==> src/rtl/mul_4_bits_pkg.sv <==
// mul_4_bits_pkg: shared widths and operand/product types for the 4x4 multiplier.
package mul_4_bits_pkg;

   localparam int IN_W  = 4;
   localparam int OUT_W = 8;

   typedef logic [IN_W-1:0]  operand_t;
   typedef logic [OUT_W-1:0] product_t;

endpackage : mul_4_bits_pkg

==> src/rtl/mul_4_bits_fa.sv <==
// mul_4_bits_fa: 1-bit full adder cell of the multiplier array.
// Used as a half adder by tying cin to 0.
module mul_4_bits_fa (
   input  logic a,
   input  logic b,
   input  logic cin,
   output logic s,
   output logic cout
);

   assign s    = a ^ b ^ cin;
   assign cout = (a & b) | (cin & (a ^ b));

endmodule : mul_4_bits_fa

==> src/rtl/mul_4_bits.sv <==
// mul_4_bits: registered 4x4 array multiplier with 8-bit product.
// Partial-product AND plane, ripple-carry full-adder rows, one output register.
// Optional macro MUL_4_BITS_SIGNED_EN selects a two's-complement Baugh-Wooley array;
// the default build multiplies unsigned operands.
module mul_4_bits
   import mul_4_bits_pkg::*;
(
   input  logic             clk,
   input  logic             rst,
   input  logic [IN_W-1:0]  x,
   input  logic [IN_W-1:0]  y,
   output logic [OUT_W-1:0] out
);

`ifdef MUL_4_BITS_SIGNED_EN
   // Baugh-Wooley: invert the bit-3 cross terms and add 1 at weights 4 and 7.
   localparam logic C_SIGNED = 1'b1;
`else
   localparam logic C_SIGNED = 1'b0;
`endif

   operand_t w_pp [IN_W];
   product_t w_prod;
   product_t r_out;

   // Partial products pp[i][j] = x[j] & y[i], cross terms inverted in signed mode.
   always_comb begin
      // NOTE: every bit of w_pp is written on every evaluation, so no latch is inferred.
      for (int i = 0; i < IN_W; i++) begin
         for (int j = 0; j < IN_W; j++) begin
            w_pp[i][j] = (x[j] & y[i]) ^ (C_SIGNED & ((i == IN_W-1) != (j == IN_W-1)));
         end
      end
   end

   // Row 0 is pp[0] itself; its LSB is product bit 0 and its upper bits feed row 1.
   assign w_prod[0] = w_pp[0][0];

   // Rows 1..3: each adds pp[i] to the running sum shifted down by one position.
   // Running-sum bit j of a row comes from the previous row's sum bit j+1, and the
   // top bit from the previous row's carry out (row 1 takes the weight-4 constant).
   for (genvar i = 1; i < IN_W; i++) begin : g_row
      for (genvar j = 0; j < IN_W; j++) begin : g_col
         logic w_b;
         logic w_cin;
         logic w_s;
         logic w_cout;

         if (i == 1) begin : g_first
            if (j < IN_W-1) begin : g_pp0
               assign w_b = w_pp[0][j+1];
            end else begin : g_k4
               assign w_b = C_SIGNED;
            end
         end else begin : g_later
            if (j < IN_W-1) begin : g_sum
               assign w_b = g_row[i-1].g_col[j+1].w_s;
            end else begin : g_carry
               assign w_b = g_row[i-1].g_col[IN_W-1].w_cout;
            end
         end

         if (j == 0) begin : g_lsb
            assign w_cin = 1'b0;
         end else begin : g_ripple
            assign w_cin = g_col[j-1].w_cout;
         end

         mul_4_bits_fa u_fa (
            .a    (w_pp[i][j]),
            .b    (w_b),
            .cin  (w_cin),
            .s    (w_s),
            .cout (w_cout)
         );

         // The LSB of each row is a finished product bit.
         if (j == 0) begin : g_out_lsb
            assign w_prod[i] = w_s;
         end

         // The last row's sums and carry form product bits 7..4.
         if (i == IN_W-1 && j > 0) begin : g_out_hi
            assign w_prod[IN_W-1+j] = w_s;
         end
         if (i == IN_W-1 && j == IN_W-1) begin : g_out_msb
            assign w_prod[OUT_W-1] = w_cout ^ C_SIGNED;
         end
      end
   end

   // Output register: capture the product every edge, cleared asynchronously by rst.
   always_ff @(posedge clk or posedge rst) begin
      // NOTE: non-blocking assignment so every register samples pre-edge values.
      if (rst) begin
         r_out <= '0;
      end else begin
         r_out <= w_prod;
      end
   end

   assign out = r_out;

endmodule : mul_4_bits

==> config.mk <==
export PLATFORM = sky130hd
export DESIGN_NAME = mul_4_bits
export DESIGN_NICKNAME = d
export VERILOG_FILES = /design/src/rtl/mul_4_bits_pkg.sv /design/src/rtl/mul_4_bits_fa.sv /design/src/rtl/mul_4_bits.sv
export SDC_FILE = /design/constraint.sdc
export NUM_CORES = 1
export LEC_CHECK = 0
export BUFFER_PORTS_ARGS = -buffer_cell sky130_fd_sc_hd__buf_2
export CAP_MARGIN = 20
export CORE_MARGIN = 3
export CORE_UTILIZATION = 40
export DETAILED_ROUTE_END_ITERATION = 7
export PLACE_DENSITY = 0.74
export SYNTH_ARGS = -nofsm -noshare
export SYNTH_HDL_FRONTEND = slang
export SYNTH_SLANG_ARGS = --single-unit
export TNS_END_PERCENT = 1
==> constraint.sdc <==
create_clock -name clk -period 0.8 [get_ports clk]
set_input_delay 0.08 -clock clk [delete_from_list [all_inputs] [get_ports clk]]
set_output_delay 0.08 -clock clk [all_outputs]
set_load 0.005 [all_outputs]
After elaboration in Yosys (flattened, before gate mapping)
Cells that the tools add are included.

Input port bits: 10. Flip-flop bits (word level): 8. Logic and storage cells: 65.

Bitwise logic cells: 64.

Operators with widths (number): $and 1x1->1 (36); $xor 1x1->1 (20); $or 1x1->1 (8).

Logic depth before layout (Yosys ltp)
Gate-level depths: netlist of the first run.

Depth after elaboration: 16. Depth in mapped cells: 15.

By module
Synthesis of the first run repeated with hierarchy kept, for this count alone.

Cells, all modules: 38. Area, all modules: 548.0 um^2.

By module, submodules not included: mul_4_bits (area an instance 307.8 um^2, instances 1, cells each 26); mul_4_bits_fa (area an instance 20.0 um^2, instances 12, cells each 1).

Least setup slack after synthesis of the first run
No wires, ideal clock.

Path type: input to register. From: input x[0]. To: register r_out[6], in the netlist out[6]. Setup time: 0.136 ns. Cell stages on the path: 13. Slack: -2.494 ns. Path buffers: 0. Arrival time: 3.158 ns. Required time: 0.664 ns. Cell sequence: and2_1 ha_1 inv_1 fa_1 fa_1 fa_1 fa_1 inv_1 fa_1 inv_1 fa_1 inv_1 fa_1.

Cells in the longest elaborated chain, start to end: 15.

RTL lines: start: declaration (RTL line mul_4_bits.sv:10) `input logic [IN_W-1:0] x,`; $and 1x1->1 (RTL line mul_4_bits.sv:31) `w_pp[i][j] = (x[j] & y[i]) ^ (C_SIGNED & ((i == IN_W-1) != (j == IN_W-1)));`; $and 1x1->1 (2 in a row) (RTL line mul_4_bits_fa.sv:12) `assign cout = (a & b) | (cin & (a ^ b));`; $or 1x1->1 (RTL line mul_4_bits_fa.sv:12); $and 1x1->1 / $xor 1x1->1 (equally long branches) (RTL line mul_4_bits_fa.sv:12, mul_4_bits_fa.sv:11); $or 1x1->1 / $xor 1x1->1 (equally long branches) (RTL line mul_4_bits_fa.sv:12, mul_4_bits_fa.sv:11); $xor 1x1->1 / $and 1x1->1 (equally long branches) (RTL line mul_4_bits_fa.sv:11, mul_4_bits_fa.sv:12); $xor 1x1->1 / $or 1x1->1 (equally long branches) (RTL line mul_4_bits_fa.sv:11, mul_4_bits_fa.sv:12); $xor 1x1->1 / $and 1x1->1 (equally long branches) (RTL line mul_4_bits_fa.sv:11, mul_4_bits_fa.sv:12); $xor 1x1->1 / $or 1x1->1 (equally long branches) (RTL line mul_4_bits_fa.sv:12); $and 1x1->1 / $xor 1x1->1 (equally long branches) (RTL line mul_4_bits_fa.sv:12, mul_4_bits_fa.sv:11); $or 1x1->1 / $xor 1x1->1 (equally long branches) (RTL line mul_4_bits_fa.sv:12); $and 1x1->1 (RTL line mul_4_bits_fa.sv:12); $or 1x1->1 (RTL line mul_4_bits_fa.sv:12); $xor 1x1->1 * (RTL line mul_4_bits_fa.sv:11) `assign s = a ^ b ^ cin;`; via g_row[3].g_col[3].u_fa.s (RTL line mul_4_bits_fa.sv:7) `output logic s,`; end signal: assignment (RTL line mul_4_bits.sv:98) `r_out <= w_prod;`; end: declaration (RTL line mul_4_bits.sv:24) `product_t r_out;`.

Mark *: on every way through the listed nets, which the timed path passes. The rest lies on a longest branch.

Final worst setup path of the first run
Same ends and word-level chain as after synthesis.

==> results of run 1 <==
-- per-stage QoR --
stage | std cells | cell area, sq um | total power [uW]
after floorplan | 49 | 547 | 677
after global placement | 86 | 694 | 833
after detailed placement | 86 | 694 | 860
after CTS | 90 | 727 | 1160
after global routing | 90 | 727 | 1240
final | 90 | 727 | 1130
-- area by class of cell --
| class | count | area share [%] |
|---|---|---|
| multi-input combinational | 28 | 41.0 |
| sequential | 8 | 27.5 |
| timing repair buffer | 24 | 19.3 |
| inverter | 13 | 6.71 |
| clock buffer | 3 | 3.10 |
| tap | 14 | 2.41 |
-- routing by layer --
metal  global-route usage, %  wire length (um)
met5                       0                 0
met4                    13.0                42
met3                    1.27                58
met2                    22.5               505
met1                    12.2               348
-- final timing paths --
check | end | startpoint | cells past startpoint | slack (ns)
max in group asynchronous | out[4]$_DFF_PP0_ | rst | 3 | 0.27
min in group asynchronous | out[5]$_DFF_PP0_ | rst | 3 | 0.31
worst min-delay path | out[1]$_DFF_PP0_ | x[1] | 3 | 0.18
worst max-delay path | out[6]$_DFF_PP0_ | x[0] | 14 | -2.37
-- cells in the mapped netlist --
master / count / share of area (%)
inv_1: 13 / 9.0
and2_1: 9 / 10
dfrtp_1: 8 / 37
fa_1: 8 / 30
nand2_1: 7 / 4.9
ha_1: 4 / 9.2
-- worst max-delay path, stage by stage --
cell,delay [ns]
buf_2,0.09
and2_1,0.13
ha_1,0.15
inv_1,0.05
fa_2,0.34
fa_1,0.47
fa_2,0.36
fa_1,0.49
inv_1,0.05
fa_1,0.37
inv_1,0.07
fa_1,0.17
inv_1,0.05
fa_1,0.42
-- cell families (layout without fill, tap and decap cells) --
logic type	after synthesis	count (layout)
fa+ha+maj	12	12
simple gates	16	16
buf+inv	13	40
flops	8	8
-- power groups by stage --
stage | sequential [uW] | clock [uW] | combinational (uW)
after detailed placement | 508 | 0 | 352
final | 500 | 290 | 344
after global routing | 508 | 330 | 403
after floorplan | 524 | 0 | 153
after CTS | 501 | 301 | 358
after global placement | 505 | 0 | 328
-- timing repair --
| action | in CTS | in global routing |
|---|---|---|
| setup buffers | 0 | 0 |
| setup endpoints to repair | 13 | 14 |
| hold buffers | 1 | 0 |
| endpoints found under the hold margin | 8 | 0 |
| pin swaps | 1 | 0 |
==> results.md, run 1 <==
* Fin nets at 100
* Maximum vdd drop at 0.588 mV
* Number of I/O port buffers at 17
* Sequential share of power at 44.1%
* Core area at between 1000 and 1500 sq um
* RSZ-0062 raised after global routing: true
* # H-tree levels at 1
* CTS Buffer Depth at 2
* DIE WIDTH at between 40 and 50 um
* Switching part of the total at 27.1%
* CTS sink count at 8
* Initial DRC count at 0
* Die area at 1830 sq um
* Area grow syn2layout at 34.2%
* Maximum fanout along the worst path at 2
* Routed vias at 405
* Post-synth net total at 71
* Comb power frac at 30.3%
* Synth Area in Compound Gates at 0%
* Largest register FFs at 8
* Synth Area in Adders at 38.8%
* CTS resizes at 0
* Hold Worst Slack at 0.183 ns
* Critical Path End Type: register
* Grt ovf at 0
* Routed wire per std cell at ~11 um
* Worst Path Required at around 0.92 ns
* Mapped Area at about 540 sq um
* CTS Buf Count at 3
* Layout cells sized above 1 at 36.8%
* TritonCTS clock tree: done
* Post-layout util at 61.3%
* Die Span Y at 42.8 um
* Largest net degree at the start of global routing at 9
* Worst EP arrival at approximately 3.3 ns
* Max-cap check violation count at 0
* Post-Route Setup TNS at -10.13 ns
* Residual DRC at 0
* Dpl ws at -2.66 ns
* HPWL Detailed at 870 um
* Inserted Diodes at 0
* Max Freq at 0.316 GHz
* Leakage at 0.000414 uW
* Fillers at 109
* NetSw at between 300 and 400 uW
* Max-slew violations at 0
* WL final at between 900 and 1000 um
* First-pass DRT Iterations at 1
* Clock power share at ~26%
* Site row count at 12
* Commonest non-fill, non-tap cell in the layout: buf_2
* CP Launch Type: input pin
* Synth Instances at approximately 50
* Violated checks: setup timing
* Initial antenna violation count at 0
* Vias per std cell at between 4 and 5
* Tightest Hold Check Type: in2reg
* Starting Density at 45.7%
* Main combinational cell family by area after synthesis: adder cells
* CTS root buffer: clkbuf_4
* Least-Margin Pin Slew at approximately 0.28 ns
* Final Setup Violations at 9
* Synth Register Bits at 8
* Area taken by multi-input logic gates at 298 sq um
* Xor-xnor portion of the synthesized cell area at 0%
* Register area at 200 sq um
* Min cycle time layout at 3.17 ns
* Status: complete, but fails checks
* PD cells at 1560 nW/um^2
* YS warnings at 0
* Number of global-route vias before repair at 423
* Placer Congestion at 0.734
* Crit share post-route at 396%
* Pint at 826 uW
* Post-Synth Simple-Gate Area at 15.2%
* Clock slew at reported path FFs at 0.05 ns
* Final setup margin at -2.37 ns
* Register area share after synthesis at 37.0%
* Unique cell type count in the Yosys netlist at 6
* Crit Path Class: in2reg
* Boundary Pins at 18
* Most frequent cells in the layout: 17 x buf_2, 13 x inv_1, 9 x and2_1, 8 x dfrtp_1, 7 x nand2_1
* GRT Util Overall at roughly an eighth
* Synthesized area per cell at 11.1 sq um
* Global-route wire length before repair at between 1500 and 2000 um
* Mux share of post-synthesis cell area at 0%
* Final Hold Vio Count at 0
* Final antenna-violating net count at 0
* Slew HR at 81.2%
No activity file was read; power rests on OpenSTA's default activity.
==> run 2: changes to the inputs <==
PLACE_DENSITY = 0.66   (was 0.74)
clock period = 3.5 ns   (was 0.8 ns; I/O delays follow)
==> run 2 against run 1 <==
Non-clock buffer count fell by 2. Worst hold slack got worse by 0.15 ns. Count of clock-buffer cells in the layout unchanged. First-iteration DRC count unchanged. Worst setup slack improved by 2.5 ns. Largest power group unchanged. Critical path type unchanged. Sequential cell count stayed put. Critical endpoint unchanged. Clock power fell by 78%. The run now ends clean. Cell count decreased by 2.2%. Utilization is 0.42 points lower. Sequential power down 77%. Power is 77% lower.
==> results.md, run 2 (synthesis gave the netlist of run 1 again) <==
* CTS root buffer: clkbuf_4
* Switching part of the total at 27.1%
* Post-Route Setup TNS at 0 ns
* Worst EP arrival at 3.52 ns
* Maximum fanout along the worst path at 2
* Inserted Diodes at 0
* Final antenna-violating net count at 0
* Site row count at 12
* Max Freq at 0.294 GHz
* Critical Path End Type: register
* Routed wire per std cell at 10.8 um
* Most frequent cells in the layout: 17 x buf_2, 11 x inv_1, 8 x dfrtp_1, 7 x and2_1, 7 x nand2_1
* CTS Buf Count at 3
* Placed Area at 687 sq um
* Comb power frac at 30.8%
* CTS sink count at 8
* Status: complete, no violations
* Initial antenna violation count at 0
* Die Span Y at about 43 um
* Post-CTS Setup Inserts at 0
* Clock power share at ~25%
* Largest net degree at the start of global routing at 9
* Vias per std cell at 4.44
* Grt ovf at 0
* Residual DRC at 0
* DIE WIDTH at 42.8 um
* HPWL Detailed at 785 um
* NetSw at roughly 70 uW
* Hold buffers post-CTS at 0
* Starting Density at 45.7%
* # H-tree levels at 1
* Sequential share of power at around 44%
* Slew HR at slightly above 80%
* Commonest non-fill, non-tap cell in the layout: buf_2
* Min cycle time layout at around 3.4 ns
* PD cells at 359 nW/um^2
* Placed instance count at 85
* TritonCTS clock tree: done
* Final total power at 259 uW
* WL final at 948 um
* First-pass DRT Iterations at 1
* CTS Buffer Depth at 2
* Clock slew at reported path FFs at roughly 0.05 ns
* Least-Margin Pin Slew at about 0.27 ns
* Tightest Hold Check Type: in2async
* Area taken by multi-input logic gates at 310 sq um
* Crit Path Class: in2reg
* Area grow syn2layout at 33.3%
* Number of I/O port buffers at 17
* CP Launch Type: input pin
* Maximum vdd drop at 0.146 mV
* Largest register FFs at 8
* Core area at ~1200 sq um
* Boundary Pins at 18
* Layout cells sized above 1 at 45.9%
* Design area at slightly above 700 sq um
* Die area at 1830 sq um
* Fillers at around 110
* Leakage at 0.000404 uW
* Routed vias at 391
* Crit share post-route at 97.2%
* Number of global-route vias before repair at 403
* Final Non-Filler Cells at 88
* Pint at 189 uW
* Initial DRC count at 0
* Final Hold Vio Count at 0
* Register area at 200 sq um
* Fin nets at 98
* Max-slew violations at 0
* Hold Worst Slack at 0.0292 ns
* Final Setup Violations at 0
* Max-cap check violation count at 0
* Worst Path Required at 3.62 ns
* GRT Util Overall at roughly 11%
* Placer Congestion at 0.735
* Global-route wire length before repair at ~1500 um
-- run 2: area by class of cell --
class	count	share of cell area [%]
Timing Repair Buffer	22	17.0
Multi-Input combinational cell	28	43.0
Clock buffer	3	3.12
Sequential cell	8	27.7
Tap cell	14	2.43
Inverter	13	6.76
-- run 2: per-layer routing --
layer  GRT usage [%]  vias to the layer above  share of wire (%)
met1            12.8                      185                 37
met5               0                        -                  0
met2            18.3                       14                 54
met4            7.45                        0               0.53
met3            2.97                        2                8.6
li1                -                      190                  -
-- run 2: critical path, stage by stage --
cell and delay, ns:
buf_2 0.10, and2_4 0.14, ha_2 0.15, inv_1 0.04, fa_2 0.33, fa_1 0.46
fa_2 0.37, fa_1 0.36, inv_1 0.08, fa_1 0.42, inv_2 0.07, fa_2 0.18
inv_1 0.05, fa_1 0.42
-- run 2: power by group through the flow --
stage	clock [uW]	combinational, uW	sequential [uW]
after floorplan	0	34.9	120
after global placement	0	75.4	115
after detailed placement	0	77.2	116
after CTS	69.0	77.5	115
after global routing	74.4	95.5	116
final	65.0	79.9	114
-- run 2: how the worst max path moves through the flow --
stage / start / to / slack [ns] / depth (start not counted)
6_report: y[0] / out[6]$_DFF_PP0_ / 0.1 / 14
5_1_grt: y[0] / out[6]$_DFF_PP0_ / -0.03 / 14
4_1_cts: x[0] / out[6]$_DFF_PP0_ / 0.09 / 14
3_5_place_dp: x[0] / out[6]$_DFF_PP0_ / -0.17 / 14
3_3_place_gp: y[0] / out[6]$_DFF_PP0_ / -0.16 / 14
2_1_floorplan: x[0] / out[6]$_DFF_PP0_ / 0.03 / 13
-- run 2: per-stage QoR --
stage | utilization [%] | worst slack (ns)
after floorplan | - | 0.0253
after global placement | 57.9 | -0.159
after detailed placement | 57.9 | -0.166
after CTS | 59.8 | 0.0947
after global routing | 60.9 | -0.0269
final | 60.9 | 0.0989
-- run 2: timing repair --
action,CTS,global route
endpoints found under the hold margin,0,0
gates resized for setup,0,7
setup endpoints to repair,0,1
